<file path="config.mk">
export PLATFORM = sky130hd
export DESIGN_NAME = uart_rx
export DESIGN_NICKNAME = d
export VERILOG_FILES = /design/src/rtl/uart_rx.sv
export SDC_FILE = /design/constraint.sdc
export NUM_CORES = 1
export LEC_CHECK = 0
export CAP_MARGIN = 20
export CORE_MARGIN = 5
export CORE_UTILIZATION = 64
export CTS_CLUSTER_DIAMETER = 100
export CTS_CLUSTER_SIZE = 25
export DETAILED_ROUTE_END_ITERATION = 6
export PLACE_DENSITY = 0.8
export SETUP_SLACK_MARGIN = 0.15
export SLEW_MARGIN = 20
export SYNTH_ARGS = -nofsm -noshare
export SYNTH_HDL_FRONTEND = slang
export SYNTH_SLANG_ARGS = --single-unit
</file>
<file path="constraint.sdc">
create_clock -name CLK -period 8 [get_ports CLK]
set_clock_uncertainty 0.15 [all_clocks]
set_input_delay 1.6 -clock CLK [delete_from_list [all_inputs] [get_ports CLK]]
set_output_delay 1.6 -clock CLK [all_outputs]
set_load 0.01 [all_outputs]
</file>
<file path="src/rtl/uart_rx.sv">
// 8N1 UART receiver: 2-flop input sync, mid-bit sampling FSM, small receive FIFO
// read through a valid/ready handshake, one-cycle frame error pulse, sticky overflow.
module uart_rx #(
  parameter int CLKS_PER_BIT = 434,
  parameter int FIFO_DEPTH   = 4
) (
  input  logic       CLK,
  input  logic       RST,
  input  logic       rx,
  output logic [7:0] rx_data,
  output logic       rx_valid,
  input  logic       rx_ready,
  output logic       frame_err,
  output logic       overflow,
  input  logic       clr_ovf
);

  localparam int CNT_W  = $clog2(CLKS_PER_BIT);
  localparam int PTR_W  = $clog2(FIFO_DEPTH);
  localparam int FCNT_W = PTR_W + 1;

  localparam logic [CNT_W-1:0]  CNT_MID  = CNT_W'((CLKS_PER_BIT - 1) / 2);
  localparam logic [CNT_W-1:0]  CNT_LAST = CNT_W'(CLKS_PER_BIT - 1);
  localparam logic [FCNT_W-1:0] FIFO_FULL = FCNT_W'(FIFO_DEPTH);

  typedef enum logic [2:0] {
    IDLE      = 3'd0,
    START     = 3'd1,
    DATA      = 3'd2,
    STOP      = 3'd3,
    WAIT_HIGH = 3'd4
  } state_t;

  // ---------------------------------------------------------------------------
  // Input synchronizer (reset to the idle-high line level)
  // ---------------------------------------------------------------------------
  logic rx_meta_q, rx_s_q;

  always_ff @(posedge CLK) begin
    if (RST) begin
      rx_meta_q <= 1'b1;
      rx_s_q    <= 1'b1;
    end else begin
      rx_meta_q <= rx;
      rx_s_q    <= rx_meta_q;
    end
  end

  // ---------------------------------------------------------------------------
  // Receive FSM
  // ---------------------------------------------------------------------------
  state_t           state_q, state_d;
  logic [CNT_W-1:0] cnt_q, cnt_d;
  logic [2:0]       bit_idx_q, bit_idx_d;
  logic [7:0]       shift_q, shift_d;
  logic             frame_err_q, frame_err_d;
  logic             push;

  always_ff @(posedge CLK) begin
    if (RST) begin
      state_q     <= IDLE;
      cnt_q       <= '0;
      bit_idx_q   <= '0;
      shift_q     <= '0;
      frame_err_q <= 1'b0;
    end else begin
      state_q     <= state_d;
      cnt_q       <= cnt_d;
      bit_idx_q   <= bit_idx_d;
      shift_q     <= shift_d;
      frame_err_q <= frame_err_d;
    end
  end

  always_comb begin
    state_d     = state_q;
    cnt_d       = cnt_q;
    bit_idx_d   = bit_idx_q;
    shift_d     = shift_q;
    frame_err_d = 1'b0;
    push        = 1'b0;
    unique case (state_q)
      IDLE: begin
        cnt_d = '0;
        if (!rx_s_q) state_d = START;
      end
      START: begin
        if (cnt_q == CNT_MID) begin
          cnt_d     = '0;
          bit_idx_d = '0;
          // A start bit that is already high again at mid-bit was a glitch.
          state_d   = rx_s_q ? IDLE : DATA;
        end else begin
          cnt_d = cnt_q + CNT_W'(1);
        end
      end
      DATA: begin
        if (cnt_q == CNT_LAST) begin
          cnt_d              = '0;
          shift_d[bit_idx_q] = rx_s_q;
          bit_idx_d          = bit_idx_q + 3'd1;
          if (bit_idx_q == 3'd7) state_d = STOP;
        end else begin
          cnt_d = cnt_q + CNT_W'(1);
        end
      end
      STOP: begin
        if (cnt_q == CNT_LAST) begin
          cnt_d = '0;
          if (rx_s_q) begin
            push    = 1'b1;
            state_d = IDLE;
          end else begin
            frame_err_d = 1'b1;
            state_d     = WAIT_HIGH;
          end
        end else begin
          cnt_d = cnt_q + CNT_W'(1);
        end
      end
      WAIT_HIGH: begin
        // Holding here on a break line keeps it from re-triggering errors.
        cnt_d = '0;
        if (rx_s_q) state_d = IDLE;
      end
      default: begin
        state_d = IDLE;
        cnt_d   = '0;
      end
    endcase
  end

  // ---------------------------------------------------------------------------
  // Receive FIFO
  // ---------------------------------------------------------------------------
  logic [FIFO_DEPTH-1:0][7:0] mem_q, mem_d;
  logic [PTR_W-1:0]           wr_ptr_q, wr_ptr_d, rd_ptr_q, rd_ptr_d;
  logic [FCNT_W-1:0]          count_q, count_d;
  logic [7:0]                 rx_data_q, rx_data_d;
  logic                       overflow_q, overflow_d;
  logic                       do_push, do_pop, full, ovf_set;

  always_ff @(posedge CLK) begin
    if (RST) begin
      wr_ptr_q   <= '0;
      rd_ptr_q   <= '0;
      count_q    <= '0;
      rx_data_q  <= '0;
      overflow_q <= 1'b0;
    end else begin
      wr_ptr_q   <= wr_ptr_d;
      rd_ptr_q   <= rd_ptr_d;
      count_q    <= count_d;
      rx_data_q  <= rx_data_d;
      overflow_q <= overflow_d;
    end
  end

  // Storage needs no reset: entries are only read once the count covers them.
  always_ff @(posedge CLK) begin
    mem_q <= mem_d;
  end

  always_comb begin
    full    = (count_q == FIFO_FULL);
    do_pop  = (count_q != '0) && rx_ready;
    do_push = push && (!full || do_pop);
    ovf_set = push && full && !do_pop;

    mem_d = mem_q;
    if (do_push) mem_d[wr_ptr_q] = shift_q;

    wr_ptr_d = wr_ptr_q + (do_push ? PTR_W'(1) : PTR_W'(0));
    rd_ptr_d = rd_ptr_q + (do_pop  ? PTR_W'(1) : PTR_W'(0));

    count_d = count_q;
    unique case ({do_push, do_pop})
      2'b10:   count_d = count_q + FCNT_W'(1);
      2'b01:   count_d = count_q - FCNT_W'(1);
      default: count_d = count_q;
    endcase

    // Registered head: the byte landing this cycle bypasses storage when it
    // becomes the new head, and the last value is held once empty.
    rx_data_d = rx_data_q;
    if (count_d != '0) begin
      if (do_push && (wr_ptr_q == rd_ptr_d)) rx_data_d = shift_q;
      else                                   rx_data_d = mem_q[rd_ptr_d];
    end

    overflow_d = overflow_q;
    if (ovf_set)      overflow_d = 1'b1;
    else if (clr_ovf) overflow_d = 1'b0;
  end

  assign rx_data   = rx_data_q;
  assign rx_valid  = (count_q != '0);
  assign frame_err = frame_err_q;
  assign overflow  = overflow_q;

endmodule
</file>
* Word level (Yosys, flattened, before mapping) *
Index checks and enable logic that the tools add are counted.

word-level totals
  register bits after elaboration = 74
  input bits = 5
  output and inout port bits = 11
  word-level logic and storage cells = 99

operators by class
  $add $sub $neg = 6
  $lt $le $gt $ge = 5
  equality and inequality tests = 17
  muxes and demuxes = 33
  bitwise gates (word level) = 2
  reductions and logical operators = 20

operators with widths
  operator                                            number
  bitwise mux 32 bit                                  1
  2-to-1 mux 3 bit                                    9
  2-to-1 mux 8 bit                                    3
  2-to-1 mux 9 bit                                    2
  case mux 9 bit (2 select lines)                     1
  binary-select mux 8 bit (select 2 bit)              1
  demux 8 bit (select 2 bit)                          1
  case mux 3 bit (5 select lines)                     1
  != test 2 bit, second input constant                6
  case mux 3 bit (2 select lines)                     2
  adder 9 x 1 -> 9 bit, second input constant         1
  == test 3 bit, second input constant                3
  == test 9 x 8 -> 1 bit, second input constant       1
  == test 9 bit, second input constant                1
  2-to-1 mux 1 bit                                    9
  bitwise mux 8 bit                                   1
  logical AND 1 bit                                   7
  adder 3 x 1 -> 3 bit, second input constant         2
  == test 3 x 2 -> 1 bit, second input constant       2
  < comparator 2 x 3 -> 1 bit, second input constant  2
  AND reduction 6 bit                                 1
  nonzero test 3 bit                                  2
  adder 2 x 1 -> 2 bit                                2
  < comparator 3 x 4 -> 1 bit, second input constant  1
  other kinds (18)                                    21

* Depth between registers and ports, before layout *
  depth after elaboration = 7
  gate-level depth with buffers = 12
  depth with buffers taken out = 11

* Worst setup path before layout *
OpenSTA, ideal clock, no wires.

  kind = input-to-reg
  start = in rx_ready
  end = reg rx_data_q[4] (netlist: rx_data[4])
  library setup time = 0.080 ns
  arrival = 3.672 ns
  data required time = 7.770 ns
  slack = 4.099 ns
  cell stages on the path = 10
  buffers on the path = 2
  cells stage by stage = clkbuf_1 -> nand2_1 -> nor2_1 -> fa_1 -> nand2b_1 -> nor4b_1 -> o21ai_2 -> and3_1 -> buf_6 -> a211oi_2

on the way
  cells in the longest elaborated chain, start to end = 6
  elaborated cells between the ends (all ways) = 14
  classes of those cells = add/sub (1); eq/ne (3); mux (5); reduce/logical (5)

RTL lines
  element                                                               RTL line  source
  start: declaration                                                    12        input logic rx_ready,
  logical AND 1 bit *                                                   166       do_pop = (count_q != '0) && rx_ready;
  2-to-1 mux 1 bit / logical OR 1 bit (equally long branches)           174, 167
  adder 2 x 1 -> 2 bit / logical AND 1 bit (equally long branches)      174, 167
  binary-select mux 8 bit (select 2 bit), or another cell as far along  188       else rx_data_d = mem_q[rd_ptr_d];
  2-to-1 mux 8 bit (implied by the code), or another cell as far along  188
  2-to-1 mux 8 bit / nonzero test 3 bit (equally long branches)         187, 186
  end signal: assignment                                                154       rx_data_q <= rx_data_d;
  end: declaration                                                      139       logic [7:0] rx_data_q, rx_data_d;

Mark *: on every way between the ends. The rest lies on a longest branch, timed or not. The select of a mux whose other input is x is not followed.
A chain may end at the register's enable or synchronous reset.

* Worst setup path in the final report *
  start = in rx_ready
  end = reg rx_data_q[0] (netlist: rx_data[0])

The elaborated chain is that of the path after synthesis.

==> results.yml <==
run_status:
  status: "completed"
logic_synthesis:
  synth_xor_area_share_pct: 3.10
  ys_seq_elements: 74
  synth_cells: 284
  yosys.area_share.simple_pct: 18.5
  synthesis.nets: 297
  synth_compound_area_share_pct: 8.24
  synth_fa_ha_area_share_pct: 3.18
  synth.distinct_cells: 50
  syn_avg_cell_area_um2: 11.9
  synth_top_family_by_area: "simple AND/OR/NAND/NOR gates"
  syn_area_um2: 3390
  ys_seq_area_share_pct: 53.2
  ys_warn_count: 0
  synthMuxAreaShare_pct: 10.6
finish:
  stdcell_area_um2: 3720
  finalNetCount: 310
  finish.utilization_pct: 72.9
  fillCellCount: 372
  drive_gt1_share_pct: 13.9
  syn_to_final_growth_pct: 9.90
  diodes: 0
timing:
  slew_headroom_pct: 38.2
  finalSetupViolations: 0
  grt_setup_unrepaired: "no"
  hold_ws_ns: 0.274
  fmax_ghz: 0.222
  hold_violations: 0
  worst_slack_ns: 3.50
  maxSlewViolCount: 0
  tns_ns: 0
  min_period_ns: 4.50
  finalCritPeriodShare_pct: 56.2
  tightest_slew_ns: 0.914
cts:
  cts_tree: "done"
  numCtsBuffers: 9
  root_buffer: "clkbuf_8"
  cts_max_level: 3
  post_cts_buffers: 0
  cts_hold_buf: 0
  cts.path.max_buffers: 2
  cts_sinks: 74
  clock_latency_ns: 0.33
  post_cts_resized: 0
  clkTransAtPathRegs_ns: 0.07
worst_setup_path:
  cpLargestDelayFamily: "XOR/XNOR gates"
  critPathKind: "in -> reg"
  slowest_delay_ns: 0.72
  required_ns: 8.06
  cp-start-kind: "input pin"
  slowest_stage: "xor2_1"
  worstPathMaxFanout: 13
  path_buf_inv: 2
  worstSetupEndpointType: "flop"
  arrival_ns: 4.55
  path_cells: "clkdlybuf4s50_1 > nand2_1 > inv_1 > ha_1 > xor2_1 > xnor2_1 > and3_1 > mux2i_1 > a211oi_2"
floorplanning:
  fp.dieH_um: 82.7
  die_w_um: 82.7
  start_util_pct: 66.3
  io_pins: 16
  coreArea_um2: 5110
  die-area_um2: 6850
  rows: 26
global_route:
  track_usage_pct: 20.2
  first_global_vias: 2162
  antenna_found_initial: 0
  overflow: 0
  grt_pass1_wl_um: 10300
  grt_start_max_net_pins: 34
worst_hold_path:
  hold_class: "reg -> reg"
routing:
  wire_per_inst_um: 16.0
  drt_first_pass_iters: 4
  first_iter_violations: 173
  drt-total-wl_um: 5940
  detail_route.vias_per_cell: 5.84
  drc: 0
  via_count: 2174
  ant_nets: 0
placement:
  dp_hpwl_um: 4180
  pre_cts_ws_ns: 3.18
  place_area_um2: 3550
  gp_congestion: 0.834
  portBuffers: 15
run:
  max-cap-violations: 0
power_and_ir_drop:
  leakage_uw: 0.00128
  p_per_area_nw_per_um2: 205
  vdd_drop_max_v: 0.000164
-- synthesized netlist by cell type, drive strengths merged --
| cell type | n | area (um2) |
|---|---|---|
| or3 | 2 | 12.5 |
| mux2i | 18 | 180 |
| or4b | 3 | 30.0 |
| a31oi | 9 | 56.3 |
| or2 | 3 | 18.8 |
| o31ai | 1 | 7.51 |
| nor4b | 3 | 32.5 |
| nand4 | 4 | 25.0 |
| a211oi | 8 | 100 |
| mux4 | 8 | 180 |
| a21o | 2 | 15.0 |
| nor4 | 4 | 40.0 |
| xor2 | 3 | 26.3 |
| o211a | 1 | 10.0 |
| a21oi | 5 | 25.0 |
| nand4b | 3 | 26.3 |
| nand2 | 12 | 45.0 |
| clkbuf | 9 | 33.8 |
| nand2b | 7 | 43.8 |
| ha | 7 | 87.6 |
| xnor2 | 9 | 78.8 |
| nor2 | 32 | 120 |
| dfxtp | 42 | 841 |
| edfxtp | 32 | 961 |
| o22ai | 1 | 6.26 |
| inv | 6 | 22.5 |
| and4b | 1 | 10.0 |
| and3b | 1 | 8.76 |
| o21ai | 5 | 32.5 |
| fa | 1 | 20.0 |
| buf | 6 | 50.0 |
| o21a | 1 | 7.51 |
| nor3 | 5 | 36.3 |
| nand3 | 11 | 55.1 |
| and3 | 3 | 18.8 |
| o311ai | 1 | 8.76 |
| nor2b | 6 | 37.5 |
| o311a | 1 | 10.0 |
| nand3b | 5 | 37.5 |
| nor3b | 3 | 27.5 |
-- routing by layer --
layer  GRT usage, %  vias up  routed length (um)
met1           26.0     1047                2650
met4           8.50        0                  79
met3           4.56        5                 242
li1               -     1077                   -
met2           33.1       45                2970
met5              0        -                   0
-- through the flow --
stage,power [uW],std cells
6_report,762,372
5_1_grt,801,372
4_1_cts,768,372
3_5_place_dp,523,356
3_3_place_gp,520,356
2_1_floorplan,497,284
-- final timing paths --
kind,from,to,slack [ns],depth (start not counted)
worst max-delay path,rx_ready,rx_data[0],3.50,9
worst min-delay path,rx_meta_q,rx_s_q,0.27,1
worst max register to register,cnt_q[3],rx_data[1],4.25,9
worst min register to register,rx_meta_q,rx_s_q,0.27,1
-- layout by cell type, fill, tap and decap left out, types with 4 or more instances in the layout --
master | synthesis | routed
a211oi_2 | 8 | 8
nand2_1 | 12 | 12
dfxtp_1 | 42 | 42
mux2i_1 | 18 | 18
clkbuf_8 | 0 | 10
a31oi_1 | 9 | 9
a21oi_1 | 5 | 5
nand3b_1 | 5 | 5
mux4_2 | 8 | 8
edfxtp_1 | 32 | 32
inv_1 | 6 | 6
nand3_1 | 11 | 11
clkdlybuf4s50_1 | 0 | 15
nor2_1 | 32 | 32
ha_1 | 7 | 7
nand4_1 | 4 | 4
nand2b_1 | 7 | 7
nor3_1 | 4 | 4
xnor2_1 | 9 | 9
nor2b_1 | 6 | 6
-- power by group --
part	total (uW)	switching [uW]	internal (uW)
registers	415	12.7	402
clock network	247	126	120
logic	100	50.6	49.6
total	762	190	572
-- state kept, by name (all words and copies together), names as in the netlist, 2 cells and up --
name and flops:
count_q 3, bit_idx_q 3, shift_q 8, rd_ptr_q 2, rx_data 8, state_q 3, cnt_q 9, wr_ptr_q 2
mem_q 32
-- cell type report --
cell class	count	area, um2	share of cell area [%]
clock buffer	13	149	4.00
tap	70	87.6	2.35
clock inverter	3	17.5	0.471
sequential	74	1800	48.4
timing repair buffer	17	165	4.44
multi-input combinational	189	1480	39.7
inverter	6	22.5	0.605
-- logic make-up after synthesis --
logic type | Yosys count
AOI/OAI and AO/OA | 35
muxes | 26
adders and majority gates | 8
buffers and inverters | 21
xor gates and xnor gates | 12
DFF | 74
and+or+nand+nor | 108
Power figures use the tool's default switching activity.
